$ cat config.mk
export PLATFORM = sky130hd
export DESIGN_NAME = softplus_seq_ctrl
export DESIGN_NICKNAME = d
export VERILOG_FILES = /design/src/rtl/softplus_seq_ctrl.sv
export SDC_FILE = /design/constraint.sdc
export NUM_CORES = 1
export LEC_CHECK = 0
export BUFFER_PORTS_ARGS = -buffer_cell sky130_fd_sc_hd__buf_2
export CORE_MARGIN = 5
export CORE_UTILIZATION = 45
export CTS_BUF_LIST = sky130_fd_sc_hd__clkbuf_16
export DETAILED_ROUTE_END_ITERATION = 16
export PLACE_DENSITY = 0.69
export SLEW_MARGIN = 20
export SYNTH_ARGS = -nofsm -noshare
export SYNTH_HDL_FRONTEND = slang
export SYNTH_SLANG_ARGS = --single-unit
$ cat constraint.sdc
create_clock -name clk -period 2.8 [get_ports clk]
set_input_delay 0.56 -clock clk [delete_from_list [all_inputs] [get_ports clk]]
set_output_delay 0.56 -clock clk [all_outputs]
set_load 0.01 [all_outputs]
$ cat src/rtl/softplus_seq_ctrl.sv
// Streams a Q3.12 vector through the registered softplus unit into a destination buffer.
// Optional dt bias add on the operand path is enabled by defining SOFTPLUS_DT_BIAS_EN.
`ifndef DATA_WIDTH
`define DATA_WIDTH 16
`endif
`ifndef FRAC_BITS
`define FRAC_BITS 12
`endif

module softplus_seq_ctrl #(
    parameter int ADDR_WIDTH = 8,
    parameter int LEN_WIDTH  = 8
) (
    input  logic                   clk,
    input  logic                   reset,
    input  logic                   start,
    input  logic [ADDR_WIDTH-1:0]  src_base,
    input  logic [ADDR_WIDTH-1:0]  dst_base,
    input  logic [LEN_WIDTH-1:0]   length,
    output logic                   busy,
    output logic                   done,
    output logic                   rd_en,
    output logic [ADDR_WIDTH-1:0]  rd_addr,
    input  logic [`DATA_WIDTH-1:0] rd_data,
    output logic [`DATA_WIDTH-1:0] sp_in,
    input  logic [`DATA_WIDTH-1:0] sp_out,
    output logic                   wr_en,
    output logic [ADDR_WIDTH-1:0]  wr_addr,
    output logic [`DATA_WIDTH-1:0] wr_data,
    input  logic                   wr_ready
`ifdef SOFTPLUS_DT_BIAS_EN
    ,
    input  logic [`DATA_WIDTH-1:0] bias
`endif
);

    localparam int DATA_W = `DATA_WIDTH;

    typedef enum logic [1:0] {IDLE, RUN, DRAIN, DONE} state_t;

    state_t                  state;
    logic [LEN_WIDTH-1:0]    rem;
    logic [ADDR_WIDTH-1:0]   dst_ptr;
    logic                    vld_p1, vld_p2;
    // Elements issued but not yet popped: in-flight reads + unit ops + FIFO entries.
    logic [2:0]              occ;
    logic [2:0]              occ_after_pop;
    logic [2:0]              fifo_cnt;
    logic [1:0]              head, tail;
    logic [ADDR_WIDTH-1:0]   fifo_addr [4];
    logic [DATA_W-1:0]       fifo_data [4];
    logic                    push, pop, issue, credit_ok;

`ifdef SOFTPLUS_DT_BIAS_EN
    function automatic logic [DATA_W-1:0] sat16(input logic signed [DATA_W:0] x);
        if (x[DATA_W] != x[DATA_W-1])
            return x[DATA_W] ? {1'b1, {(DATA_W-1){1'b0}}} : {1'b0, {(DATA_W-1){1'b1}}};
        return x[DATA_W-1:0];
    endfunction

    logic signed [DATA_W:0] biased_p1;

    always_comb begin
        biased_p1 = $signed({rd_data[DATA_W-1], rd_data}) + $signed({bias[DATA_W-1], bias});
        sp_in     = vld_p1 ? sat16(biased_p1) : '0;
    end
`else
    always_comb sp_in = vld_p1 ? rd_data : '0;
`endif

    always_comb begin
        push          = vld_p2;
        wr_en         = (fifo_cnt != 3'd0);
        pop           = wr_en && wr_ready;
        occ_after_pop = occ - {2'b00, pop};
        credit_ok     = (occ_after_pop < 3'd4);
        issue         = ((state == IDLE) && start && (length != '0)) ||
                        ((state == RUN) && credit_ok);
        wr_addr       = wr_en ? fifo_addr[head] : '0;
        wr_data       = wr_en ? fifo_data[head] : '0;
    end

    always_ff @(posedge clk) begin
        if (reset) begin
            state    <= IDLE;
            busy     <= 1'b0;
            done     <= 1'b0;
            rd_en    <= 1'b0;
            rd_addr  <= '0;
            rem      <= '0;
            dst_ptr  <= '0;
            vld_p1   <= 1'b0;
            vld_p2   <= 1'b0;
            occ      <= 3'd0;
            fifo_cnt <= 3'd0;
            head     <= 2'd0;
            tail     <= 2'd0;
        end else begin
            // p0 -> p1 -> p2: read issued, rd_data/sp_in valid, sp_out valid
            vld_p1   <= rd_en;
            vld_p2   <= vld_p1;
            rd_en    <= 1'b0;
            done     <= 1'b0;
            occ      <= occ_after_pop + {2'b00, issue};
            fifo_cnt <= fifo_cnt + {2'b00, push} - {2'b00, pop};
            if (push) begin
                tail    <= tail + 2'd1;
                dst_ptr <= dst_ptr + ADDR_WIDTH'(1);
            end
            if (pop)
                head <= head + 2'd1;

            case (state)
                IDLE: if (start) begin
                    rem     <= length - LEN_WIDTH'(1);
                    rd_addr <= src_base;
                    dst_ptr <= dst_base;
                    busy    <= 1'b1;
                    if (length == '0) begin
                        state <= DONE;
                        done  <= 1'b1;
                    end else begin
                        rd_en <= 1'b1;
                        state <= (length == LEN_WIDTH'(1)) ? DRAIN : RUN;
                    end
                end
                RUN: if (credit_ok) begin
                    rd_en   <= 1'b1;
                    rd_addr <= rd_addr + ADDR_WIDTH'(1);
                    rem     <= rem - LEN_WIDTH'(1);
                    if (rem == LEN_WIDTH'(1))
                        state <= DRAIN;
                end
                DRAIN: if (occ_after_pop == 3'd0) begin
                    state <= DONE;
                    done  <= 1'b1;
                end
                DONE: begin
                    state <= IDLE;
                    busy  <= 1'b0;
                end
                default: state <= IDLE;
            endcase
        end
    end

    always_ff @(posedge clk) begin
        if (push) begin
            fifo_addr[tail] <= dst_ptr;
            fifo_data[tail] <= sp_out;
        end
    end

endmodule
==> results of run 1 <==
worst max-delay path by stage:
stage                     start        to  slack (ns)
CTS                 fifo_cnt[1]  state[1]        0.08
global route        fifo_cnt[1]  state[1]        0.02
finish              fifo_cnt[1]  state[1]        0.17
detailed placement  fifo_cnt[1]  state[1]         0.1
floorplan           fifo_cnt[1]  state[1]        0.18
global placement    fifo_cnt[1]  state[1]        0.16
metal layers:
| layer | global-route usage, % | share of wire (%) | up-vias |
|---|---|---|---|
| li1 | - | - | 1945 |
| met1 | 19.9 | 41 | 1900 |
| met2 | 26.8 | 51 | 124 |
| met3 | 5.13 | 6.9 | 8 |
| met4 | 5.36 | 0.73 | 0 |
| met5 | 0 | 0 | - |
worst max-delay path, delay by kind of cell (launching register included):
family	cells	cell delay [ns]
DFF	1	0.33
and+or+nand+nor	3	0.73
xor gates and xnor gates	1	0.25
AOI/OAI and AO/OA	3	0.74
adders and majority gates	2	0.43
Yosys cell counts (3+ instances only):
library cell	count
a211oi_1	13
a21oi_1	13
a221oi_1	3
a22oi_1	3
and2_1	45
and3_1	3
buf_2	5
clkbuf_1	15
dfxtp_1	43
edfxtp_1	96
ha_1	21
inv_1	18
mux2i_1	5
mux4_2	24
nand2_1	29
nand3_1	5
nand4_1	7
nor2_1	39
nor2b_1	10
nor3_1	4
o21ai_0	9
xnor2_1	10
xor2_1	10
metrics by stage:
step                setup slack (ns)  hold slack [ns]  total power (uW)  utilization [%]  area (um2)
floorplan                      0.183            0.480              4190                -        6200
global placement               0.162            0.458              4840             52.1        6980
detailed placement            0.0986            0.469              4900             52.1        6980
CTS                           0.0775            0.338              7020             56.2        7540
global route                  0.0232            0.333              7400             56.4        7560
finish                         0.165            0.359              6970             56.4        7560
power breakdown:
group | switching, uW | internal [uW] | total [uW]
Sequential | 231 | 2450 | 2680
Combinational | 1130 | 1050 | 2180
Clock | 813 | 1290 | 2110
Total | 2170 | 4800 | 6970
timing repair:
item                       in CTS  in global routing
hold buffers                    0                  0
setup endpoints to repair       0                  2
buffers inserted                0                  2
resized for setup               0                  1
registers in the layout (all words and copies together) (netlist names), named ones only:
register   cells
vld_p1         1
fifo_data     64
occ            3
fifo_cnt       3
head           2
busy           1
push           1
tail           2
state          2
rd_en          1
done           1
dst_ptr        8
rem            8
rd_addr        8
fifo_addr     32
cells by family after synthesis:
kind of cell	count (synthesis)
AND/OR/NAND/NOR	153
flip-flops	139
AO/OA/AOI/OAI	58
buffers and inverters	41
multiplexers	31
adder cells (fa/ha/maj)	22
XOR/XNOR	20
layout make-up:
cell class              instances  area (um2)  area share, %
clock inverters                15         136           1.80
clock buffers                  17         425           5.63
inverters                      18        67.6          0.894
multi-input cells             284        2290           30.3
flip-flops and latches        139        3740           49.5
repair buffers                124         678           8.97
well taps                     176         220           2.91
cell usage in the layout, fill, tap and decap left out, types with 3 or more instances in the layout:
cell	instances
a211oi_1	13
a21oi_1	13
a221oi_1	3
a22oi_1	3
and2_1	45
and3_1	3
buf_2	111
buf_4	11
clkbuf_16	17
clkinv_1	3
clkinvlp_4	3
dfxtp_1	42
edfxtp_1	96
ha_1	21
inv_1	21
mux2i_1	5
mux4_2	24
nand2_1	29
nand3_1	5
nand4_1	7
nor2_1	39
nor2b_1	10
nor3_1	4
o21ai_0	9
xnor2_1	9
xor2_1	10
==> impl_metrics.yaml, run 1 <==
synth:
  post_synth_main_area_contributors: "edfxtp_1, dfxtp_1, mux4_2"
  post_synthesis_share_of_cell_area_spent_on_xor_and_xnor_gates_pct: 2.82
  synth.lib_cells_used.distinct: 50
  synth_top_cell_by_area: "edfxtp_1"
  number_of_enable_type_register_cells_in_the_synthesized_netlist: 96
  synth_seq_cells: 139
  netlist_instances: 464
  synth_simple_gate_area_share_pct: 13.1
  yosysTopAreaCellShare_pct: 46.5
  post_synth_adder_cell_area_pct: 4.56
  post_synthesis_compound_gate_area_fraction_pct: 6.36
  yosys_warnings: 0
  postSynthNetCount: 546
  dominantRegCellSynth: "edfxtp_1"
  synth-seq-area-share_pct: 60.4
  synth_top_family_by_area: "simple AND/OR/NAND/NOR gates"
  avgSynthCellArea_um2: 13.4
  synth.area.mux_share_pct: 9.89
  synthesis.area_um2: 6200
  async_flop_share_pct: 0
route:
  ant_nets: 0
  via_per_inst: 5.14
  drtPass1Iterations: 5
  drc_errors: 0
  wl_mm: 12.5
  detailed_route_iter0_violations: 251
  wl_per_cell_um: 16.1
  dr_total_vias: 3977
timing:
  skew_ns: 0.0101
  setup_tns_ns: 0
  fin_crit_sh_pct: 94.1
  rsz0062_at_grt: "false"
  timing_worst_slew_pin_value_ns: 0.801
  final_period_minus_worst_setup_slack_ns: 2.63
  maxClockFrequency_ghz: 0.380
  maxSlewViolCount: 0
  setup_viol: 0
  timing.slew.headroom_pct: 46.6
  hold_viol_final: 0
worst_hold_path:
  hold-path-cell-count: 1
  timing.hold.worst.class: "in2reg"
  worst_hold_startpoint: "sp_out[3]"
  worstHoldEndpoint: "fifo_data[2][3]"
global_route:
  antenna_found_initial: 0
  first_global_vias: 4104
  wire_length_of_the_first_global_routing_pass_mm: 20.3
  grt_start_max_net_pins: 43
  gr-total-overflow: 0
  track_usage_pct: 16.1
cells_and_area:
  area.growth.synth_to_final_pct: 21.9
  antenna_cells_inserted: 0
  drive_gt1_share_pct: 30.8
  layout.nets: 666
  nFillCells: 1125
  layoutNonFillerInstCount: 773
clocking:
  cts_max_level: 4
  clockBufferDepth: 2
  clock-root-buffer: "clkbuf_16"
  clkSinkCount: 139
  worst_setup_hold_path_clk_slew_ns: 0.06
  cts_tree: "done"
  cts-buffers-inserted: 17
  insertion_delay_ns: 0.41
critical_path:
  crit_path_top_delay_cell: "a221o_1"
  timing.critical_path.to_type: "register"
  critPathMostFrequentCell: "ha_1"
  setup.worst_path.class: "reg2reg"
  worstReg2RegEnd: "state[1]"
  required_time_at_the_endpoint_of_the_critical_path_ns: 3.06
  crit-reg2reg-launch: "fifo_cnt[1]"
  crit_chain: "or3_1 > and2_1 > ha_1 > ha_1 > xnor2_2 > nand4_1 > a221o_1 > a221oi_1 > a211oi_1"
  setup.worst_path.start_class: "register"
  reg2reg_slack_ns: 0.17
  crit_fanout: 5
  reg2reg_depth: 9
  crit_path_max_incr_delay_ns: 0.42
  crit_arrival_ns: 2.89
placed_design:
  numPlacedInstances: 739
  port_bufs: 111
  dp_hpwl_mm: 8.23
  place_congestion: 0.857
job:
  maxCapViolCount: 0
floorplan:
  dieWidth_um: 127
  initial_core_utilization_pct: 46.3
  die_y_um: 127
  boundaryPins: 112
  fp.coreArea_um2: 13400
  rows: 42
  overall_die_area_um2: 16200
pwr:
  power.leakage_uw: 0.00293
  p_per_area_nw_per_um2: 922
  max-vdd-ir-drop_v: 0.000490
status:
  run_status: "finished clean"
Power figures use the tool's default switching activity.
==> run 2: changes to the inputs <==
--- a/config.mk
+++ b/config.mk
@@ -10,6 +10,7 @@
 export CORE_UTILIZATION = 45
 export CTS_BUF_LIST = sky130_fd_sc_hd__clkbuf_16
 export DETAILED_ROUTE_END_ITERATION = 16
+export GPL_TIMING_DRIVEN = 0
 export PLACE_DENSITY = 0.69
 export SLEW_MARGIN = 20
 export SYNTH_ARGS = -nofsm -noshare
==> impl_metrics.yaml, run 2 (synthesis gave the netlist of run 1 again) <==
status:
  run_status: "finished clean"
critical_path:
  setup.worst_path.start_class: "register"
  crit_arrival_ns: 3.02
  crit_fanout: 8
  crit_path_max_incr_delay_ns: 0.44
  required_time_at_the_endpoint_of_the_critical_path_ns: 3.15
  timing.critical_path.to_type: "register"
  crit_path_top_delay_cell: "a221o_1"
  setup.worst_path.class: "reg2reg"
  worst-path-buf-inv: 0
  crit_chain: "or3_4 > and2_4 > ha_1 > ha_2 > xnor2_2 > nand4_1 > a221o_1 > a211o_1 > a21oi_2"
  path_delay_family: "compound AO/OA/AOI/OAI gates"
timing:
  hold_viol_final: 0
  timing.slew.headroom_pct: 55.5
  fin_crit_sh_pct: 95.2
  timing_worst_slew_pin_value_ns: 0.667
  skew_ns: 0.00759
  setup_tns_ns: 0
  setup_viol: 0
  final.setup.worst_slack_ns: 0.134
  rsz0062_at_grt: "false"
  final_period_minus_worst_setup_slack_ns: 2.67
  maxClockFrequency_ghz: 0.375
  maxSlewViolCount: 0
route:
  detailed_route_iter0_violations: 204
  via_per_inst: 5.22
  drc_errors: 0
  dr_total_vias: 4095
  wl_per_cell_um: 17.0
  ant_nets: 0
  drtPass1Iterations: 5
  wl_mm: 13.3
floorplan:
  overall_die_area_um2: 16200
  boundaryPins: 112
  dieWidth_um: 127
  fp.coreArea_um2: 13400
  rows: 42
  initial_core_utilization_pct: 46.3
  die_y_um: 127
cells_and_area:
  final_cell_mix: "buf_2, edfxtp_1, dfxtp_1, and2_1, nor2_1"
  drive_gt1_share_pct: 31.7
  registers.top_by_ff_count: "fifo_data"
  layout.nets: 677
  area.growth.synth_to_final_pct: 22.6
  most_frequent_standard_cell_in_the_layout_excluding_fill_and_tap_cells: "buf_2"
  top_regs: "fifo_data x64, fifo_addr x32"
  largest_register_ff_count: 64
  antenna_cells_inserted: 0
  layoutNonFillerInstCount: 784
  finish.instance_area_um2: 7600
pwr:
  p_per_area_nw_per_um2: 925
  total_switching_power_uw: 2220
  pnr_total_power_uw: 7030
  swShare_pct: 31.6
  combPwrFrac_pct: 32.2
  max-vdd-ir-drop_v: 0.000492
  cell_internal_pwr_uw: 4810
  p_seq_share_pct: 38.0
  pwr-share-clk_pct: 29.8
  power.leakage_uw: 0.00294
global_route:
  first_global_vias: 4434
  gr-total-overflow: 0
  wire_length_of_the_first_global_routing_pass_mm: 22.2
  grt_start_max_net_pins: 25
  antenna_found_initial: 0
  track_usage_pct: 17.4
placed_design:
  dp_hpwl_mm: 9.12
  placed_instance_area_um2: 6980
  port_bufs: 111
  placement.setup.worst_slack_ns: -0.343
  numPlacedInstances: 751
  place_congestion: 0.889
job:
  maxCapViolCount: 0
clocking:
  worst_setup_hold_path_clk_slew_ns: 0.06
  cts-buffers-inserted: 17
  clock-root-buffer: "clkbuf_16"
  clockBufferDepth: 2
  clkSinkCount: 139
  cts_tree: "done"
  insertion_delay_ns: 0.42
  cts_max_level: 4
worst_hold_path:
  timing.hold.worst.class: "in2reg"
run 2: final cells by class:
| class | count | area, um2 |
|---|---|---|
| buffer | 22 | 115 |
| clock buffer | 17 | 425 |
| clock inverter | 15 | 135 |
| fill | 1099 | 5800 |
| inverter | 18 | 67.6 |
| multi-input combinational | 284 | 2320 |
| sequential | 139 | 3740 |
| tap | 176 | 220 |
| timing repair buffer | 113 | 571 |
run 2: final timing paths:
check | from | endpoint | slack, ns | depth (start not counted)
worst max-delay path | fifo_cnt[1] | state[0] | 0.13 | 9
worst min-delay path | sp_out[11] | fifo_data[0][11] | 0.36 | 1
worst max register to register | fifo_cnt[1] | state[0] | 0.13 | 9
worst min register to register | busy | busy | 0.48 | 2
run 2: metrics by stage:
stage          utilization (%)  hold slack [ns]
3_3_place_gp              52.1            0.472
6_report                  56.7            0.359
4_1_cts                   56.6            0.343
2_1_floorplan                -            0.480
3_5_place_dp              52.1            0.476
5_1_grt                   56.7            0.345
run 2: power groups by stage:
stage | clock network [uW] | registers [uW] | logic (uW)
6_report | 2100 | 2670 | 2260
5_1_grt | 2240 | 2710 | 2530
4_1_cts | 2130 | 2670 | 2260
3_5_place_dp | 0 | 2710 | 2190
3_3_place_gp | 0 | 2690 | 2130
2_1_floorplan | 0 | 2670 | 1510
run 2: what timing repair did:
action	CTS	global route
setup buffers	2	0
pin swaps	1	2
endpoints found under the hold margin	0	0
hold buffers	0	0
gates resized for setup	7	8
endpoints found under the setup margin	40	40
run 2: metal layers:
layer / track usage, % / part of all wire [%]
met1: 21.9 / 42
met2: 29.1 / 51
met3: 5.09 / 5.7
met4: 5.11 / 1.6
met5: 0 / 0
